File: src/rtl/pipe_rr_scheduler.sv
// Round-robin scheduler that shares one stall-free WIDTH x SIZE register
// pipeline between NREQ requesters. A {valid, tag} shadow pipeline runs
// alongside the external data pipeline so each word leaves tagged with its
// requester. Issue is gated by downstream credits so the pipeline can never
// overrun its sink.
module pipe_rr_scheduler #(
  parameter int WIDTH   = 16,
  parameter int SIZE    = 8,
  parameter int NREQ    = 4,
  parameter int CREDITS = 8,
  localparam int TAGW     = $clog2(NREQ),
  localparam int PIPE_LAT = SIZE + 1
) (
  input  logic                  clk,
  input  logic                  rst_n,
  input  logic                  sched_en,
  input  logic [NREQ-1:0]       req_valid,
  input  logic [NREQ*WIDTH-1:0] req_data,
  output logic [NREQ-1:0]       req_ready,
  output logic [WIDTH-1:0]      pipe_datain,
  input  logic [WIDTH-1:0]      pipe_dataout,
  output logic                  out_valid,
  output logic [TAGW-1:0]       out_tag,
  output logic [WIDTH-1:0]      out_data,
  input  logic                  credit_return,
  output logic [7:0]            credit_count,
  output logic                  err_credit_ovf
);

  localparam logic [7:0] CRED_MAX = 8'(CREDITS);

  logic [TAGW-1:0] r_rr_ptr;
  logic [7:0]      r_credit;
  logic            r_err_ovf;
  logic            r_vld_p [PIPE_LAT];
  logic [TAGW-1:0] r_tag_p [PIPE_LAT];

  logic            w_found;
  logic [TAGW-1:0] w_winner;
  logic            w_issue;
  int              w_idx;

  // Credit increment that never exceeds the downstream buffer depth.
  function automatic logic [7:0] sat_inc(input logic [7:0] c);
    return (c >= CRED_MAX) ? CRED_MAX : c + 8'd1;
  endfunction

  // Next round-robin start position after granting requester w.
  function automatic logic [TAGW-1:0] rr_next(input logic [TAGW-1:0] w);
    return (w == TAGW'(NREQ - 1)) ? '0 : w + TAGW'(1);
  endfunction

  // Find the first valid requester at or after the round-robin pointer.
  always_comb begin
    w_found  = 1'b0;
    w_winner = '0;
    w_idx    = 0;
    for (int j = 0; j < NREQ; j++) begin
      if (!w_found) begin
        w_idx = (int'(r_rr_ptr) + j) % NREQ;
        if (req_valid[w_idx]) begin
          w_found  = 1'b1;
          w_winner = TAGW'(w_idx);
        end
      end
    end
  end

  // Grant only out of reset, when enabled, with a credit in hand and a request pending.
  assign w_issue     = rst_n & sched_en & (r_credit != 8'd0) & w_found;
  assign req_ready   = w_issue ? (NREQ'(1) << w_winner) : '0;
  assign pipe_datain = w_issue ? req_data[int'(w_winner)*WIDTH +: WIDTH] : '0;

  // Round-robin pointer advances past the winner on every issue.
  always_ff @(posedge clk or negedge rst_n) begin
    if (!rst_n) begin
      r_rr_ptr <= '0;
    end else if (w_issue) begin
      r_rr_ptr <= rr_next(w_winner);
    end
  end

  // Credit counter and sticky overflow flag; issue and return together cancel.
  always_ff @(posedge clk or negedge rst_n) begin
    if (!rst_n) begin
      r_credit  <= CRED_MAX;
      r_err_ovf <= 1'b0;
    end else begin
      case ({w_issue, credit_return})
        2'b10:   r_credit <= r_credit - 8'd1;
        2'b01:   r_credit <= sat_inc(r_credit);
        default: r_credit <= r_credit;
      endcase
      if (credit_return && !w_issue && (r_credit == CRED_MAX)) begin
        r_err_ovf <= 1'b1;
      end
    end
  end

  // Shadow {valid, tag} pipeline: shifts every clock in lockstep with the data pipeline.
  always_ff @(posedge clk or negedge rst_n) begin
    if (!rst_n) begin
      for (int k = 0; k < PIPE_LAT; k++) begin
        r_vld_p[k] <= 1'b0;
        r_tag_p[k] <= '0;
      end
    end else begin
      r_vld_p[0] <= w_issue;
      r_tag_p[0] <= w_issue ? w_winner : '0;
      for (int k = 1; k < PIPE_LAT; k++) begin
        r_vld_p[k] <= r_vld_p[k-1];
        r_tag_p[k] <= r_tag_p[k-1];
      end
    end
  end

  // --- output stage: last shadow stage qualifies the pipeline output ---
  assign out_valid      = r_vld_p[PIPE_LAT-1];
  assign out_tag        = r_tag_p[PIPE_LAT-1];
  assign out_data       = pipe_dataout;
  assign credit_count   = r_credit;
  assign err_credit_ovf = r_err_ovf;

endmodule

File: config.mk
export PLATFORM = sky130hd
export DESIGN_NAME = pipe_rr_scheduler
export DESIGN_NICKNAME = d
export VERILOG_FILES = /design/src/rtl/pipe_rr_scheduler.sv
export SDC_FILE = /design/constraint.sdc
export NUM_CORES = 1
export LEC_CHECK = 0
export CORE_MARGIN = 2
export CORE_UTILIZATION = 33
export DETAILED_ROUTE_END_ITERATION = 8
export HOLD_SLACK_MARGIN = 0.03
export PLACE_DENSITY = 0.77
export SLEW_MARGIN = 20
export SYNTH_ARGS = -nofsm -noshare
export SYNTH_HDL_FRONTEND = slang
export SYNTH_SLANG_ARGS = --single-unit
File: constraint.sdc
create_clock -name clk -period 2.5 [get_ports clk]
set_input_delay 0.5 -clock clk [delete_from_list [all_inputs] [get_ports clk]]
set_output_delay 0.5 -clock clk [all_outputs]
set_load 0.03 [all_outputs]
==> results of run 1 <==
## state kept, by name, summed over array words and instances, names as in the netlist
signal / cells
out_valid: 1
err_credit_ovf: 1
r_rr_ptr: 2
r_vld_p: 8
out_tag: 2
credit_count: 8
r_tag_p: 16
## power breakdown
part / switching, uW / total (uW) / internal (uW)
Clock: 206 / 631 / 425
Combinational: 996 / 2040 / 1050
Sequential: 87.2 / 842 / 755
## path summary, 6_finish.rpt
kind                                       from  cells past startpoint               to  slack (ns)
min in group clk                     r_tag_p[2]                      0       out_tag[0]        0.35
worst max-delay path               req_valid[2]                      9   pipe_datain[5]       -0.11
max in group asynchronous                 rst_n                      2  credit_count[3]        1.85
worst max register to register  credit_count[6]                     11  credit_count[3]        0.01
worst min register to register       r_tag_p[2]                      0       out_tag[0]        0.35
worst min-delay path                      rst_n                      2       r_vld_p[6]        0.31
## kinds of logic after synthesis
| family | count (synthesis) |
|---|---|
| flip-flops | 38 |
| multiplexers | 34 |
| adder cells (fa/ha/maj) | 7 |
| buffers and inverters | 37 |
| AND/OR/NAND/NOR | 39 |
| AO/OA/AOI/OAI | 42 |
## stage by stage
step                area [sq um]  setup TNS [ns]
floorplan                   2240          -0.339
detailed placement          3310           -6.25
global placement            3310           -5.09
global route                3910           -3.99
finish                      3910           -1.64
CTS                         3800           -1.39
## final cells by class
class / instances / share of cell area (%)
clock buffers: 6 / 2.11
clock inverters: 2 / 1.53
inverters: 9 / 1.05
multi-input cells: 124 / 32.2
flip-flops and latches: 38 / 24.4
well taps: 77 / 2.46
repair buffers: 138 / 36.2
## cells in the final DEF, fill, tap and decap left out, types with 3 or more instances in the layout
cell type / n
o21ai_0: 10
nor2_1: 12
ha_1: 4
mux2i_4: 5
buf_12: 4
dlygate4sd2_1: 3
dfrtp_2: 3
mux2i_2: 9
nand2_8: 3
buf_6: 24
buf_4: 25
nor3_1: 3
a21oi_1: 5
mux2i_1: 19
nand3_1: 4
and2_4: 4
inv_1: 8
dfrtp_1: 34
clkdlybuf4s50_1: 78
o22ai_4: 3
clkbuf_8: 6
o22ai_2: 13
nand2_1: 4
## per-layer routing
| layer | up-vias | GRT usage (%) | share of wire, % |
|---|---|---|---|
| met4 | 0 | 6.06 | 1.6 |
| met5 | - | 0 | 0 |
| li1 | 920 | - | - |
| met3 | 13 | 6.49 | 8.7 |
| met2 | 88 | 30.8 | 53 |
| met1 | 913 | 16.9 | 37 |
## timing repair
| action | 4_1_cts | 5_1_grt |
|---|---|---|
| pin swaps | 8 | 5 |
| buffers inserted | 8 | 1 |
| setup endpoints to repair | 20 | 24 |
| gates cloned | 5 | 0 |
| endpoints found under the hold margin | 0 | 0 |
| resized for setup | 47 | 30 |
==> impl_metrics.toml, run 1 <==
[run_status]
status = "finished with violations"
violations = "negative setup slack"

[clock_network]
numCtsBuffers = 5
ctsHtreeMaxLevel = 2
cts_num_sinks = 38
clk_latency_ns = 0.28
cts_tree = "yes"
root_buffer = "clkbuf_8"
clockBufferDepth = 2
clk_pin_slew_ns = 0.07
holdBufCountCts = 0

[sta]
tightest_slew_ns = 0.578
setup_viol = 20
finClkSkew_ns = 0.00186
hold_viol_final = 0
rsz0062_at_grt = "yes"
relSlewSlack_pct = 61.2
setup_slack_ns = -0.111
fin_crit_ns = 2.61
final.hold.worst_slack_ns = 0.311
finalCritPeriodShare_pct = 104
slew_violations = 0
fmax_mhz = 383

[synth]
synth_common_cells = "37 x dfrtp_1, 33 x mux2i_1, 21 x buf_4"
synth-xor-area-share_pct = 0
synth_top_family_by_area = "multiplexers"
synth-seq-cells = 38
synth_area_sq_um = 2140
avgSynthCellArea_sq_um = 10.9
yosys.area_share.simple_pct = 10.8
netlist-cell-type-count = 38
synth_top_area_share_pct = 43.3
syn-num-nets = 292
synthCells = 197
yosysMostFrequentCell = "dfrtp_1"
synth_top_cell_by_area = "dfrtp_1"
synth_compound_area_share_pct = 12.9
yosysSeqAreaShare_pct = 44.5
yosys_warnings = 0
synth.area.top_cells = "dfrtp_1 43%, mux2i_1 15%, buf_4 7.4%, o22ai_1 4.7%, ha_1 4.1%"
yosys.area_share.adder_pct = 4.09
synthMuxAreaShare_pct = 16.1
synth_edf_count = 0
async_flop_share_pct = 100
synthFlopType = "dfrtp_1"

[placement]
io_buffers = 103
gp_congestion = 0.798
hpwl_um = 4100
dpl_worst_slack_ns = -0.369
placedCellCount = 373

[floorplan]
core.rowCount = 29
die_h_um = 84.5
fp.dieW_um = 84.5
dieArea_sq_um = 7140
start_util_pct = 33.9
core_area_sq_um = 6310
ios = 136

[detailed_routing]
vias_per_cell = 4.91
drc = 0
ant_nets = 0
drt_pre_antenna_iters = 2
wirelength_um = 5930
drtIter0Drc = 30
vias = 1934
wl_per_cell_um = 15.0

[global_route]
grt_max_degree = 39
grt_usage_pct = 16.7
antenna_found_initial = 0
grt_pass1_wl_um = 9620
grt_pass1_vias = 2102
overflow = 0

[job]
cap_violations = 0

[critical_path]
crit_family = "buffers and inverters"
worstSetupEndpointType = "primary output"
crit_arrival_ns = 2.11
cp_data_required_time_ns = 2.00
critical_path_buf_inv_count = 4
crit_fanout = 6
startpoint_type = "primary input"
cpMostUsedCell = "buf_6"
crit_type = "in2out"
max_stage_delay_ns = 0.32
cp_cell_sequence = "dlygate4sd2_1 -> nand2b_4 -> a21oi_4 -> a211oi_4 -> buf_6 -> buf_16 -> mux2i_1 -> o22ai_2 -> buf_6"
worst_path_max_delay_cell = "a211oi_4"

[layout]
area.sequential_sq_um = 956
instances_no_fill = 394
fillers = 507
final_util_pct = 62.0
multi_input_area_sq_um = 1260
fin_nets = 411
antenna_cells = 0
syn2layout_area_growth_pct = 82.9
drive_above_1_share_pct = 38.5

[pwr]
ir_drop_mv = 0.730
power_leakage_uw = 0.00171
total_power_uw = 3520
power_density_nw_per_um2 = 899

[min_path]
holdCritPathClass = "in2async"
Power figures use the tool's default switching activity.
==> inputs of run 2 (changes only) <==
--- a/config.mk
+++ b/config.mk
@@ -5,11 +5,12 @@
 export SDC_FILE = /design/constraint.sdc
 export NUM_CORES = 1
 export LEC_CHECK = 0
+export CORE_ASPECT_RATIO = 1.2
 export CORE_MARGIN = 2
-export CORE_UTILIZATION = 33
+export CORE_UTILIZATION = 35
 export DETAILED_ROUTE_END_ITERATION = 8
 export HOLD_SLACK_MARGIN = 0.03
-export PLACE_DENSITY = 0.77
+export PLACE_DENSITY = 0.78
 export SLEW_MARGIN = 20
 export SYNTH_ARGS = -nofsm -noshare
 export SYNTH_HDL_FRONTEND = slang
==> constraint.sdc (replaced) <==
create_clock -name clk -period 3.15 [get_ports clk]
set_input_delay 0.63 -clock clk [delete_from_list [all_inputs] [get_ports clk]]
set_output_delay 0.63 -clock clk [all_outputs]
set_load 0.03 [all_outputs]
==> run 2 against run 1 <==
  * Global-route usage down 1.5 points
  * Routed wire length down 15%
  * Critical path depth is 2 lower
  * Clock power fell by 46%
  * Hold slack gained 0.037 ns
  * Worst setup slack gained 0.20 ns
  * Combinational power down 47%
  * Utilization down 8.5 points
  * The run now ends clean
==> impl_metrics.toml, run 2 (synthesized netlist as in run 1, its figures left out) <==
[layout]
largest_reg_flops = 16
fin_nets = 381
syn2layout_area_growth_pct = 49.2
drive_above_1_share_pct = 18.1
final_common_cell = "clkdlybuf4s50_1"
max_flop_register = "r_tag_p"
final_util_pct = 53.5
antenna_cells = 0
final_cell_mix = "81 x clkdlybuf4s50_1, 37 x dfrtp_1, 32 x mux2i_1"

[pwr]
clock_power_share_pct = 15.9
power_density_nw_per_um2 = 670
power_leakage_uw = 0.00148
seq_power_share_pct = 33.1
intPower_uw = 1290
power.switching_uw = 846
p_sw_share_pct = 39.5
combPwrFrac_pct = 51.0
ir_drop_mv = 0.297

[placement]
dpl_worst_slack_ns = 0.0377
hpwl_um = 4030
io_buffers = 103
gp_congestion = 0.816

[clock_network]
numCtsBuffers = 5
cts_setup_buffers = 0
cts.repair.resized = 0
cts_tree = "yes"
cts_num_sinks = 38
clk_latency_ns = 0.29
holdBufCountCts = 0
clockBufferDepth = 2
root_buffer = "clkbuf_8"
ctsHtreeMaxLevel = 2
clk_pin_slew_ns = 0.08

[critical_path]
worstSetupEndpointType = "primary output"
startpoint_type = "primary input"
crit_type = "in2out"
cp_data_required_time_ns = 2.52
rrSetupSlack_ns = 0.44
crit_arrival_ns = 2.43
rr_startpoint = "credit_count[4]"
r2r_end = "credit_count[3]"
r2r_cells = 10
crit_fanout = 16

[detailed_routing]
drt_pre_antenna_iters = 4
ant_nets = 0
vias_per_cell = 4.84
wl_per_cell_um = 13.6
wirelength_um = 5030
drc = 0
vias = 1787
drtIter0Drc = 101

[run_status]
status = "finished clean"

[global_route]
grt_usage_pct = 15.2
antenna_found_initial = 0
grt_pass1_vias = 1737
overflow = 0
grt_max_degree = 39
grt_pass1_wl_um = 7900

[sta]
slew_violations = 0
tightest_slew_ns = 0.567
finalCritPeriodShare_pct = 97.2
setup_viol = 0
setup_slack_ns = 0.0892
fin_crit_ns = 3.06
fmax_mhz = 327
finClkSkew_ns = 0.00573
rsz0062_at_grt = "no"
tns_ns = 0
final.hold.worst_slack_ns = 0.348
hold_viol_final = 0
relSlewSlack_pct = 61.9

[floorplan]
start_util_pct = 35.8
core_area_sq_um = 5970
dieArea_sq_um = 6760
core.rowCount = 31
die_h_um = 89.7
fp.dieW_um = 75.4
ios = 136

[min_path]
hp-start = "r_tag_p[15]"
whs_path_depth = 0
holdCritPathClass = "reg2reg"
min_to = "r_tag_p[13]"

[job]
cap_violations = 0
run 2: cell types whose count changed in the layout (fill, tap and decap cells not counted), sizes merged:
cell / previous run / this run
buf: 56 / 28
bufinv: 2 / 0
clkdlybuf4s15: 1 / 0
clkdlybuf4s50: 78 / 81
clkinv: 0 / 1
clkinvlp: 0 / 1
dlygate4sd2: 3 / 0
dlymetal6s2s: 0 / 1
nand2: 8 / 6
run 2: worst max-delay path by stage:
stage	from	endpoint	slack (ns)	cells past startpoint
2_1_floorplan	credit_count[0]	pipe_datain[10]	0.30	8
3_3_place_gp	req_valid[3]	pipe_datain[11]	0.01	8
3_5_place_dp	req_valid[3]	pipe_datain[11]	0.04	8
4_1_cts	req_valid[3]	pipe_datain[11]	0.01	8
5_1_grt	req_valid[0]	pipe_datain[13]	0.007	7
6_report	req_valid[0]	pipe_datain[9]	0.09	7
run 2: power groups by stage:
| stage | Combinational [uW] | Sequential, uW | Clock [uW] |
|---|---|---|---|
| floorplan | 671 | 786 | 0 |
| global placement | 1080 | 713 | 0 |
| detailed placement | 1090 | 718 | 0 |
| CTS | 1090 | 710 | 351 |
| global route | 1190 | 727 | 369 |
| finish | 1090 | 709 | 340 |
run 2: through the flow:
| stage | total power [uW] | std cells | cell area [sq um] |
|---|---|---|---|
| finish | 2140 | 369 | 3190 |
| global route | 2280 | 369 | 3190 |
| CTS | 2160 | 369 | 3180 |
| detailed placement | 1810 | 361 | 3090 |
| global placement | 1790 | 361 | 3090 |
| floorplan | 1460 | 197 | 2140 |
run 2: area by class of cell:
class | instances | area (sq um)
Clock buffer | 6 | 82.6
Tap cell | 82 | 103
Timing Repair Buffer | 110 | 1060
Inverter | 9 | 33.8
Sequential cell | 38 | 952
Clock inverter | 2 | 12.5
Fill cell | 545 | 2780
Multi-Input combinational cell | 122 | 950
run 2: routing by layer:
| metal | vias to the layer above | track usage (%) | part of all wire, % |
|---|---|---|---|
| met5 | - | 0 | 0 |
| met4 | 0 | 4.31 | 0.66 |
| met3 | 4 | 5.36 | 8.8 |
| met2 | 88 | 25.1 | 50 |
| met1 | 835 | 18.8 | 40 |
| li1 | 860 | - | - |
run 2: critical path, cell delays in order:
cell and delay (ns):
clkdlybuf4s50_1 0.52, nor2_1 0.09, o32a_2 0.40, inv_1 0.11, nand2_2 0.21, o22ai_1 0.27
buf_4 0.20
==> RTL edit, RTL diff (config.mk and constraints of run 2) <==
Put one more register stage on the output `credit_count`. The value now appears one clock later. The other outputs are not delayed to match.
--- a/src/rtl/pipe_rr_scheduler.sv
+++ b/src/rtl/pipe_rr_scheduler.sv
@@ -120,3 +120,5 @@
   assign out_data       = pipe_dataout;
-  assign credit_count   = r_credit;
+  always_ff @(posedge clk) begin
+    credit_count <= r_credit;
+  end
   assign err_credit_ovf = r_err_ovf;
Formal check against the unedited RTL: not equivalent (a bounded check fails within 4 cycles, from zero or initial values and one cycle with rst_n low).
==> RTL edit against run 2 <==
  * Final area increased by 8.2%
  * Sequential cell count increased by 8
  * Area after synthesis increased by 7.5%
  * Combinational power increased by 9%
  * Largest power group unchanged
  * Total power increased by 15%
  * First-iteration DRC count decreased by 48%
  * Synthesized cell count increased by 4.1%
  * Routed wire length increased by 7.4%
  * Fmax decreased by 0.62%
  * Critical path depth increased by 1
  * Via count increased by 4.9%
  * Non-clock buffer count increased by 3
  * Worst setup slack got worse by 19 ps
==> RTL edit: results (changes against run 2) <==
Synth
  – Syn Nets: 300 (+2.7%)
  – Top cells by area, synth: dfrtp_1 40%, mux2i_1 14%, dfxtp_1 7.0%
  – Netlist cell types: 39 (+2.6%)
  – Sequential share of the synthesized area: 48.37% (+3.9 points)
  – Async set-reset flop share out of synthesis: 82.61% (-17 points)
  – Register bit total from synthesis: 46 (+21%)

Place
  – RePlAce Congestion: 0.8088 (-0.88%)
  – Detailed Place HPWL: 3.993 mm (-0.82%)

STA
  – Clock Skew: 5.045 ps (-0.6873 ps)
  – WHS: 351.2 ps (+3.684 ps)
  – Max-slew headroom: 62.02% (+0.13 points)

Final layout
  – Layout cell share with drive strength beyond 1: 19.40% (+1.3 points)
  – # nets final: 393 (+3.1%)
  – NonClk Buf Share: 31.99% (-1.2 points)
  – Area of the multi-input gates: 982.2 um^2 (+3.4%)
  – Bufs w/o clock: 113 (+2.7%)
  – Clock network area share: 3.188% (+0.21 points)
  – Fill count: 577 (+5.9%)

Worst setup path
  – RR Endpoint: r_credit[3]
  – Worst-path maximum fanout: 8 (-8)
  – Worst EP arrival: 2450 ps (+20 ps)
  – R2R Path Start: r_credit[4]
  – Critical Path Sink: pipe_datain[5]

Status
  – Outcome: complete, no violations

Global route
  – First-pass GRT wire length: 8.638 mm (+9.3%)
  – Number of global-route vias before repair: 1916 (+10%)
  – Initial antenna violation count: 1 (+1)

Power and ir drop
  – VDD IR max: 280.5 uV (-5.5%)
  – LEAKAGE: 1.604 nW (+8.4%)

Route
  – Routed WL: 5.403 mm (+7.4%)
  – Via density: 4.880 (+0.77%)
  – 1st-pass router iterations: 6 (+2)

Clock network
  – Clk root buf: clkbuf_8
==> RTL edit: cells by family after synthesis <==
kind of cell	synth area share (%)
buffers and inverters	10.83
multiplexers	15.02
AND/OR/NAND/NOR	10.01
adder cells (fa/ha/maj)	3.808
flip-flops	48.37
AO/OA/AOI/OAI	11.97
==> RTL edit: report_power, final <==
part	leakage [nW]	internal [mW]	total [mW]	switching, mW
combinational	0.991	0.575	1.19	0.610
clock	0.0514	0.236	0.421	0.185
sequential	0.561	0.743	0.857	0.113
==> RTL edit: worst min path at each step <==
stage / to / start / depth (start not counted)
after CTS: r_tag_p[6] / r_tag_p[8] / 0
after global routing: r_tag_p[6] / r_tag_p[8] / 0
final: r_tag_p[6] / r_tag_p[8] / 0
after global placement: r_tag_p[8] / r_tag_p[10] / 0
after floorplan: err_credit_ovf / rst_n / 0
after detailed placement: r_tag_p[6] / r_tag_p[8] / 0
==> RTL edit: per-layer routing <==
metal	share of wire (%)	global-route usage (%)
met3	10	6.043
met5	0.20	0
met4	2.1	4.825
met2	47	24.57
met1	41	18.15
==> RTL edit: timing repair <==
item,in CTS,in global routing
setup endpoints to repair,17,17
cloned,1,1
resized for setup,6,7
pin swaps,1,1
==> RTL edit: through the flow <==
stage	total power, mW	cell area (um^2)	setup WS, ps	instances	TNS [ps]
global placement	1.957	3257	-91.26	374	-379.5
detailed placement	1.979	3257	-137.3	374	-1088
global route	2.613	3453	-21.40	384	-37.25
finish	2.463	3453	70.14	384	0
CTS	2.465	3417	-1.182	383	-1.182
floorplan	1.616	2300	446.9	205	0
